File: config.mk
export PLATFORM = sky130hd
export DESIGN_NAME = decode_ctrl
export DESIGN_NICKNAME = d
export VERILOG_FILES = /design/src/rtl/risc_pkg.sv /design/src/rtl/ctrl_seq.sv /design/src/rtl/decode_ctrl.sv
export SDC_FILE = /design/constraint.sdc
export NUM_CORES = 1
export LEC_CHECK = 0
export BUFFER_PORTS_ARGS = -buffer_cell sky130_fd_sc_hd__buf_2
export CAP_MARGIN = 5
export CORE_MARGIN = 1
export CORE_UTILIZATION = 45
export DETAILED_ROUTE_END_ITERATION = 7
export MAX_ROUTING_LAYER = met4
export PLACE_DENSITY = 0.88
export SLEW_MARGIN = 20
export SYNTH_ARGS = -nofsm -noshare
export SYNTH_HDL_FRONTEND = slang
export SYNTH_SLANG_ARGS = --single-unit
File: constraint.sdc
create_clock -name I_clk -period 2.3 [get_ports I_clk]
set_input_delay 0.345 -clock I_clk [delete_from_list [all_inputs] [get_ports I_clk]]
set_output_delay 0.345 -clock I_clk [all_outputs]
set_load 0.02 [all_outputs]
File: src/rtl/risc_pkg.sv
// Shared definitions for the 16-bit RISC core: opcodes, sequencer states,
// instruction field positions and opcode classification helpers.
package risc_pkg;

  localparam int INSTR_W = 16;
  localparam int RSEL_W  = 3;
  localparam int ALUOP_W = 5;
  localparam int IMM_W   = 8;

  localparam int OP_MSB   = 15;
  localparam int OP_LSB   = 12;
  localparam int AOP_LSB  = 11;
  localparam int SELD_MSB = 10;
  localparam int SELD_LSB = 8;
  localparam int SELA_MSB = 7;
  localparam int SELA_LSB = 5;
  localparam int SELB_MSB = 4;
  localparam int SELB_LSB = 2;
  localparam int IMM_MSB  = 7;

  localparam logic [3:0] OP_ADD  = 4'd0;
  localparam logic [3:0] OP_SUB  = 4'd1;
  localparam logic [3:0] OP_OR   = 4'd2;
  localparam logic [3:0] OP_AND  = 4'd3;
  localparam logic [3:0] OP_XOR  = 4'd4;
  localparam logic [3:0] OP_NOT  = 4'd5;
  localparam logic [3:0] OP_LOAD = 4'd8;
  localparam logic [3:0] OP_CMP  = 4'd9;
  localparam logic [3:0] OP_SHL  = 4'd10;
  localparam logic [3:0] OP_SHR  = 4'd11;
  localparam logic [3:0] OP_JMPA = 4'd12;
  localparam logic [3:0] OP_JMPR = 4'd13;

  typedef enum logic [2:0] {
    ST_FETCH   = 3'd0,
    ST_DECODE  = 3'd1,
    ST_REGREAD = 3'd2,
    ST_ALU     = 3'd3,
    ST_WB      = 3'd4
  } state_e;

  function automatic logic op_writes_reg(input logic [3:0] op);
    case (op)
      OP_ADD, OP_SUB, OP_OR, OP_AND, OP_XOR, OP_NOT,
      OP_LOAD, OP_CMP, OP_SHL, OP_SHR: op_writes_reg = 1'b1;
      default:                         op_writes_reg = 1'b0;
    endcase
  endfunction

  function automatic logic op_is_illegal(input logic [3:0] op);
    case (op)
      OP_ADD, OP_SUB, OP_OR, OP_AND, OP_XOR, OP_NOT,
      OP_LOAD, OP_CMP, OP_SHL, OP_SHR, OP_JMPA, OP_JMPR: op_is_illegal = 1'b0;
      default:                                          op_is_illegal = 1'b1;
    endcase
  endfunction

endpackage

File: src/rtl/ctrl_seq.sv
// Five-state instruction sequencer with one-hot stage enables.
module ctrl_seq
  import risc_pkg::*;
(
  input  logic       I_clk,
  input  logic       I_rstn,
  input  logic       I_stall,
  output logic [2:0] O_state,
  output logic       O_en_fetch,
  output logic       O_en_decode,
  output logic       O_en_regread,
  output logic       O_en_alu,
  output logic       O_en_wb
);

  state_e state_q, state_d;

  always_ff @(posedge I_clk) begin
    if (!I_rstn) state_q <= ST_FETCH;
    else         state_q <= state_d;
  end

  // Stall only matters while waiting on instruction memory.
  always_comb begin
    state_d = ST_FETCH;
    case (state_q)
      ST_FETCH:   state_d = I_stall ? ST_FETCH : ST_DECODE;
      ST_DECODE:  state_d = ST_REGREAD;
      ST_REGREAD: state_d = ST_ALU;
      ST_ALU:     state_d = ST_WB;
      ST_WB:      state_d = ST_FETCH;
      default:    state_d = ST_FETCH;
    endcase
  end

  always_comb begin
    O_en_fetch   = 1'b0;
    O_en_decode  = 1'b0;
    O_en_regread = 1'b0;
    O_en_alu     = 1'b0;
    O_en_wb      = 1'b0;
    case (state_q)
      ST_FETCH:   O_en_fetch   = 1'b1;
      ST_DECODE:  O_en_decode  = 1'b1;
      ST_REGREAD: O_en_regread = 1'b1;
      ST_ALU:     O_en_alu     = 1'b1;
      ST_WB:      O_en_wb      = 1'b1;
      default:    ;
    endcase
  end

  assign O_state = state_q;

endmodule

File: src/rtl/decode_ctrl.sv
// Decode stage: latches instruction fields at the end of DECODE and
// classifies the opcode; sequencing is delegated to ctrl_seq.
module decode_ctrl
  import risc_pkg::*;
(
  input  logic                I_clk,
  input  logic                I_rstn,
  input  logic                I_stall,
  input  logic [INSTR_W-1:0]  I_instr,
  output logic [ALUOP_W-1:0]  O_aluop,
  output logic [RSEL_W-1:0]   O_selD,
  output logic [RSEL_W-1:0]   O_selA,
  output logic [RSEL_W-1:0]   O_selB,
  output logic [IMM_W-1:0]    O_imm,
  output logic                O_regDwe,
  output logic                O_illegal,
  output logic [2:0]          O_state,
  output logic                O_en_fetch,
  output logic                O_en_decode,
  output logic                O_en_regread,
  output logic                O_en_alu,
  output logic                O_en_wb
);

  logic [ALUOP_W-1:0] aluop_q;
  logic [RSEL_W-1:0]  selD_q, selA_q, selB_q;
  logic [IMM_W-1:0]   imm_q;
  logic               regDwe_q, illegal_q;
  logic [3:0]         op;

  ctrl_seq u_seq (
    .I_clk        (I_clk),
    .I_rstn       (I_rstn),
    .I_stall      (I_stall),
    .O_state      (O_state),
    .O_en_fetch   (O_en_fetch),
    .O_en_decode  (O_en_decode),
    .O_en_regread (O_en_regread),
    .O_en_alu     (O_en_alu),
    .O_en_wb      (O_en_wb)
  );

  assign op = I_instr[OP_MSB:OP_LSB];

  // Fields are held from the end of DECODE until the next DECODE, giving
  // the ALU a full cycle of settled operands before its enable rises.
  always_ff @(posedge I_clk) begin
    if (!I_rstn) begin
      aluop_q   <= '0;
      selD_q    <= '0;
      selA_q    <= '0;
      selB_q    <= '0;
      imm_q     <= '0;
      regDwe_q  <= 1'b0;
      illegal_q <= 1'b0;
    end else if (O_en_decode) begin
      aluop_q   <= I_instr[OP_MSB:AOP_LSB];
      selD_q    <= I_instr[SELD_MSB:SELD_LSB];
      selA_q    <= I_instr[SELA_MSB:SELA_LSB];
      selB_q    <= I_instr[SELB_MSB:SELB_LSB];
      imm_q     <= I_instr[IMM_MSB:0];
      regDwe_q  <= op_writes_reg(op);
      illegal_q <= op_is_illegal(op);
    end
  end

  assign O_aluop   = aluop_q;
  assign O_selD    = selD_q;
  assign O_selA    = selA_q;
  assign O_selB    = selB_q;
  assign O_imm     = imm_q;
  assign O_regDwe  = regDwe_q;
  assign O_illegal = illegal_q;

endmodule

Yosys cells after proc, flatten, opt, wreduce, memory -nomap -nowiden
Memory sizes are Yosys's and may differ from the RTL's. A register that Yosys moved wholly into a read port is not among the register bits.
Index checks and enable logic that the tools add are counted.
{ "totals": {"mem_bits_ro": 32, "register_bits": 25, "inputBits": 19, "memories": 2, "word_cells": 22, "output_inout_bits": 32} }
{ "classes": {"muxes": 7, "eq_ne": 4, "reduce_logical": 3} }
{ "memory_table": {"columns": ["name", "depth", "width", "read_ports", "rd_ports_with_merged_regs", "write_ports", "line_no", "source"], "rows": [
  ["(name not given)", 16, 1, 1, 1, 0, "risc_pkg.sv:43", "case (op)"],
  ["(name not given)", 16, 1, 1, 1, 0, "risc_pkg.sv:51", "case (op)"]
]} }
{ "op_table": {"columns": ["op", "n"], "rows": [
  ["one-hot mux 3 bit (4 select lines)", 1],
  ["equality test 3 x 2 -> 1 bit, second input constant", 2],
  ["two-way mux 1 bit", 6],
  ["equality test 3 x 1 -> 1 bit, second input constant", 1],
  ["equality test 3 bit, second input constant", 1],
  ["zero test 3 bit", 1],
  ["zero test 1 bit", 2]
]} }

Longest topological paths before layout
{ "logic_depth": {"word_depth": 2, "ltp_mapped": 6, "ltp_nobuf": 4} }

Cells and area by module
A second synthesis with hierarchy kept.
{ "hier_totals": {"cells_unflattened": 79, "hier_area_um2": 870.8} }
{ "modules_own_cells": {"columns": ["mod", "area_per_inst_um2", "seq_area_each_um2", "cells_each", "instances"], "rows": [
  ["decode_ctrl", 738.2, 360.3, 65, 1],
  ["ctrl_seq", 132.6, 60.1, 14, 1]
]} }

Worst setup path before layout
No wires, ideal clock.
{ "synth_path": {"kind": "reg-to-output", "start": "reg u_seq.state_q[0], in the netlist u_seq.O_state[0]", "end": "out O_en_decode", "t_arrival_ns": 1.248, "stages_incl_launch_ff": 5, "setup_slack_ns": 0.707, "n_path_buf": 2, "required_ns": 1.955, "cell_sequence": "dfxtp_1 -> or3b_1 -> buf_6 -> inv_8 -> buf_12"} }
{ "synth_between": {"elab_chain_len": 2} }
{ "synth_rtl": {"columns": ["element", "line_no", "source"], "rows": [
  ["start, declared", "ctrl_seq.sv:16", "state_e state_q, state_d;"],
  ["start signal, assigned", "ctrl_seq.sv:20", "else state_q <= state_d;"],
  ["equality test 3 x 1 -> 1 bit", "ctrl_seq.sv:42", "case (state_q)"],
  ["two-way mux 1 bit", "ctrl_seq.sv:42", null],
  ["end, declared", "decode_ctrl.sv:19", "output logic O_en_decode,"]
]} }
No other way between the ends.

Worst setup path in the final report
Same ends and word-level chain as after synthesis.

==> report_table.html <==
<table>
<tr><th>Metric</th><th>Value</th></tr>
<tr><th colspan="2">Layout</th></tr>
<tr><td>N_diodes</td><td>0</td></tr>
<tr><td>Fraction of layout instances using a drive strength above 1</td><td>0.4000</td></tr>
<tr><td>Core occupancy in the finished layout</td><td>0.6099</td></tr>
<tr><td>Filler instances</td><td>169</td></tr>
<tr><td>Area growth from synthesis to layout</td><td>25.36%</td></tr>
<tr><td>Final Non-Filler Cells</td><td>165</td></tr>
<tr><td>Post-layout nets</td><td>160</td></tr>
<tr><th colspan="2">Yosys</th></tr>
<tr><td>Number of storage elements in the synthesis netlist</td><td>21</td></tr>
<tr><td>Synth top area cells</td><td>sky130_fd_sc_hd__dfxtp_1, sky130_fd_sc_hd__nand3_1, sky130_fd_sc_hd__nand2_1, sky130_fd_sc_hd__buf_4, sky130_fd_sc_hd__nor3b_1</td></tr>
<tr><td>Simple-gate share of the synthesized area</td><td>0.3455</td></tr>
<tr><td>Most common cell in the synthesized netlist</td><td>sky130_fd_sc_hd__nand3_1</td></tr>
<tr><td>Most frequently used flop master after synthesis</td><td>sky130_fd_sc_hd__dfxtp_1</td></tr>
<tr><td>Post-synthesis share of cell area spent on xor and xnor gates</td><td>0.01020</td></tr>
<tr><td>Number of warnings printed during yosys synthesis</td><td>0</td></tr>
<tr><td>Sequential share of the synthesized area</td><td>0.4898</td></tr>
<tr><td>Ys async rst share</td><td>0</td></tr>
<tr><td>Number of library cell types mapped by synthesis</td><td>21</td></tr>
<tr><td>Number of enable-type register cells in the synthesized netlist</td><td>0</td></tr>
<tr><td>Syn nets</td><td>117</td></tr>
<tr><td>Cell area after synthesis</td><td>858.3 um2</td></tr>
<tr><td>Avg Inst Size Synth</td><td>8.758 um2</td></tr>
<tr><td>Post-synth top area share</td><td>0.4898</td></tr>
<tr><td>Cell type with the highest aggregate area in the netlist</td><td>sky130_fd_sc_hd__dfxtp_1</td></tr>
<tr><td>Leading post-synthesis cells by instance count</td><td>sky130_fd_sc_hd__nand3_1, sky130_fd_sc_hd__dfxtp_1, sky130_fd_sc_hd__nand2_1</td></tr>
<tr><td>Main combinational cell family by area after synthesis</td><td>simple AND/OR/NAND/NOR gates</td></tr>
<tr><td>Synth Area in Adders</td><td>0</td></tr>
<tr><td>Compound-cell area share of the yosys netlist</td><td>0.02624</td></tr>
<tr><td>Multiplexer fraction of the synthesized cell area</td><td>0</td></tr>
<tr><td>Synth Instances</td><td>98</td></tr>
<tr><th colspan="2">Timing</th></tr>
<tr><td>Setup slack after layout</td><td>348.2 ps</td></tr>
<tr><td>Max Clock Freq</td><td>0.5124 GHz</td></tr>
<tr><td>Share of the clock period used by the worst path</td><td>0.8486</td></tr>
<tr><td>Slew at the pin closest to its max-slew limit</td><td>602.4 ps</td></tr>
<tr><td>Worst clock skew on the final layout</td><td>3.837 ps</td></tr>
<tr><td>Total count of hold-check failures in the final report</td><td>0</td></tr>
<tr><td>Final setup fails</td><td>0</td></tr>
<tr><td>Headroom to the max-slew limit</td><td>0.5984</td></tr>
<tr><td>RSZ-0062 raised after global routing</td><td>false</td></tr>
<tr><td>Shortest clock period the worst path allows after layout</td><td>1952 ps</td></tr>
<tr><td>Slew Limit Fails</td><td>0</td></tr>
<tr><td>Setup_tns</td><td>0 ps</td></tr>
<tr><th colspan="2">Global route</th></tr>
<tr><td>Pin count of the biggest net entering global routing</td><td>39</td></tr>
<tr><td>Aggregate global-route resource usage</td><td>0.1809</td></tr>
<tr><td>Wire length of the first global-routing pass</td><td>2663 um</td></tr>
<tr><td>Via count of the first global-routing pass</td><td>638</td></tr>
<tr><td>Initial antenna violation count</td><td>0</td></tr>
<tr><td>GRT Residual Overflow</td><td>0</td></tr>
<tr><th colspan="2">CTS</th></tr>
<tr><td>H-tree levels</td><td>1</td></tr>
<tr><td>CTS tree</td><td>built</td></tr>
<tr><td>Clock Tree Buf Depth</td><td>2</td></tr>
<tr><td>Post-CTS setup buffers</td><td>0</td></tr>
<tr><td>Buffer cell driving the clock tree root</td><td>sky130_fd_sc_hd__clkbuf_4</td></tr>
<tr><td>Post-CTS resize count</td><td>0</td></tr>
<tr><td>Sinks on the clock net</td><td>21</td></tr>
<tr><td>Clock insertion delay at the later pin of the skew report</td><td>300 ps</td></tr>
<tr><td>Clock transition at the register clock pins on the worst setup and hold paths after CTS</td><td>120 ps</td></tr>
<tr><td>Total of hold buffers inserted after clock tree synthesis</td><td>0</td></tr>
<tr><td>Number of buffers created by CTS</td><td>3</td></tr>
<tr><th colspan="2">Worst setup path</th></tr>
<tr><td>Category of the critical setup timing path</td><td>flop to primary output</td></tr>
<tr><td>Cell with the largest stage delay on the worst path</td><td>sky130_fd_sc_hd__or3b_1</td></tr>
<tr><td>Maximum fanout along the worst path</td><td>19</td></tr>
<tr><td>Nature of the critical path startpoint</td><td>flop</td></tr>
<tr><td>Combined buffer and inverter count along the critical path</td><td>2</td></tr>
<tr><td>Kind of capture point of the worst setup path</td><td>primary output</td></tr>
<tr><td>Worst Path Required</td><td>1960 ps</td></tr>
<tr><td>Endpoint arrival time on the critical path</td><td>1610 ps</td></tr>
<tr><td>Crit path max-delay family</td><td>simple AND/OR/NAND/NOR gates</td></tr>
<tr><td>Depth of the critical timing path with buffers and inverters included</td><td>3</td></tr>
<tr><td>List of cells traversed by the critical path</td><td>or3b_1, inv_8, buf_2</td></tr>
<tr><td>R2r worst-path depth</td><td>4</td></tr>
<tr><td>CP max stage delay</td><td>490 ps</td></tr>
<tr><th colspan="2">Power</th></tr>
<tr><td>P_leak</td><td>0.6115 nW</td></tr>
<tr><td>Maximum ir drop on the vdd rail</td><td>0.0003591 V</td></tr>
<tr><td>PD cells</td><td>715.8 mW/mm2</td></tr>
<tr><td>Power, Total</td><td>770.3 uW</td></tr>
<tr><th colspan="2">Floorplanning</th></tr>
<tr><td>Row cnt</td><td>15</td></tr>
<tr><td>Placeable Area</td><td>0.001764 mm2</td></tr>
<tr><td>Initial Utilization</td><td>0.4865</td></tr>
<tr><td>I/O pin total</td><td>51</td></tr>
<tr><td>Overall die height</td><td>45.68 um</td></tr>
<tr><td>Full die area</td><td>0.002086 mm2</td></tr>
<tr><td>Width of the die</td><td>45.68 um</td></tr>
<tr><th colspan="2">Placed design</th></tr>
<tr><td>Count of input and output buffers</td><td>50</td></tr>
<tr><td>Dpl cells</td><td>161</td></tr>
<tr><td>Worst slack at placement</td><td>684.1 ps</td></tr>
<tr><td>Detailed Place HPWL</td><td>1274 um</td></tr>
<tr><td>Final estimated routing congestion in global placement</td><td>0.6730</td></tr>
<tr><th colspan="2">Hold path</th></tr>
<tr><td>Number of instances on the worst hold path</td><td>3</td></tr>
<tr><td>Class of the worst hold path</td><td>input port to flop</td></tr>
<tr><th colspan="2">Detailed routing</th></tr>
<tr><td>Vias per cell</td><td>4.855</td></tr>
<tr><td>Count of TritonRoute iterations in the first routing pass</td><td>4</td></tr>
<tr><td>Routed length per placed instance</td><td>10.91 um</td></tr>
<tr><td>Detailed-route DRC error count</td><td>0</td></tr>
<tr><td>Final antenna-violating net count</td><td>0</td></tr>
<tr><td>DRC marker count from the first detailed-route iteration</td><td>3</td></tr>
<tr><td>Number of vias in the routed layout</td><td>801</td></tr>
<tr><td>Total wire length</td><td>1800 um</td></tr>
<tr><th colspan="2">Flow run</th></tr>
<tr><td>Max-cap violation count</td><td>0</td></tr>
<tr><th colspan="2">Run status</th></tr>
<tr><td>Status</td><td>complete, no violations</td></tr>
</table>
-- logic make-up after synthesis --
kind of cell    after synthesis
compound gates                3
buf+inv                      14
simple gates                 59
xor+xnor                      1
flops                        21
-- cells in the final DEF (no fill, tap or decap) --
cell type,synthesis,routed
sky130_fd_sc_hd__buf_2,3,50
sky130_fd_sc_hd__nand3_1,34,34
sky130_fd_sc_hd__dfxtp_1,21,21
sky130_fd_sc_hd__nand2_1,16,16
sky130_fd_sc_hd__nor3b_1,3,3
sky130_fd_sc_hd__clkbuf_4,0,3
sky130_fd_sc_hd__or3b_1,1,1
sky130_fd_sc_hd__inv_8,1,1
sky130_fd_sc_hd__nor3_1,1,1
sky130_fd_sc_hd__and3b_1,1,1
sky130_fd_sc_hd__nor2b_1,1,1
sky130_fd_sc_hd__nor4b_1,1,1
sky130_fd_sc_hd__o211ai_1,1,1
sky130_fd_sc_hd__o211a_1,1,1
sky130_fd_sc_hd__and2_1,1,1
sky130_fd_sc_hd__o21ai_0,1,1
sky130_fd_sc_hd__xnor2_1,1,1
sky130_fd_sc_hd__clkinv_2,0,1
sky130_fd_sc_hd__buf_4,6,1
-- tightest hold or removal path, delay by kind of cell --
kind	cells	cell delay [ps]
and+or+nand+nor	2	110
buffers and inverters	1	70
-- registers in the layout, indices dropped and copies added (netlist names) --
signal,count
O_regDwe,1
O_aluop,5
O_selD,3
u_seq.O_state,3
O_illegal,1
O_imm,4
O_selB,2
O_selA,2
-- path summary, 6_finish.rpt --
path,from,to,slack (ps)
worst max-delay path,u_seq.O_state[0],O_en_decode,350
worst min-delay path,I_instr[6],O_selA[1],250
worst max register to register,u_seq.O_state[0],O_illegal,810
worst min register to register,O_imm[1],O_imm[1],460
-- layout make-up --
type	count	area [um2]	area share
Inverter	1	11.26	0.01047
Clock inverter	1	5.005	0.004651
Multi-Input combinational cell	63	327.8	0.3047
Timing Repair Buffer	51	257.7	0.2395
Sequential cell	21	420.4	0.3907
Clock buffer	3	22.52	0.02093
Tap cell	25	31.28	0.02907
-- layer usage --
| layer | vias up | wire, um | share of wire | GRT usage |
|---|---|---|---|---|
| li1 | 412 | - | - | - |
| met1 | 352 | 823 | 0.46 | 0.2074 |
| met2 | 35 | 855 | 0.48 | 0.3229 |
| met3 | 2 | 109 | 0.061 | 0.03571 |
| met4 | 0 | 11 | 0.0061 | 0.03636 |
| met5 | - | 0 | 0 | - |
-- where the power goes --
group | leakage [nW] | internal, mW | switching [mW]
sequential | 0.171 | 0.391 | 0.0205
combinational | 0.422 | 0.0638 | 0.118
clock | 0.0177 | 0.0648 | 0.112
-- per-stage QoR --
stage	hold slack, ps	area (um2)
2_1_floorplan	475.1	858.3
3_3_place_gp	434.6	1049
3_5_place_dp	444.9	1049
4_1_cts	240.3	1076
5_1_grt	235.3	1076
6_report	248.1	1076
Power figures use the tool's default switching activity.
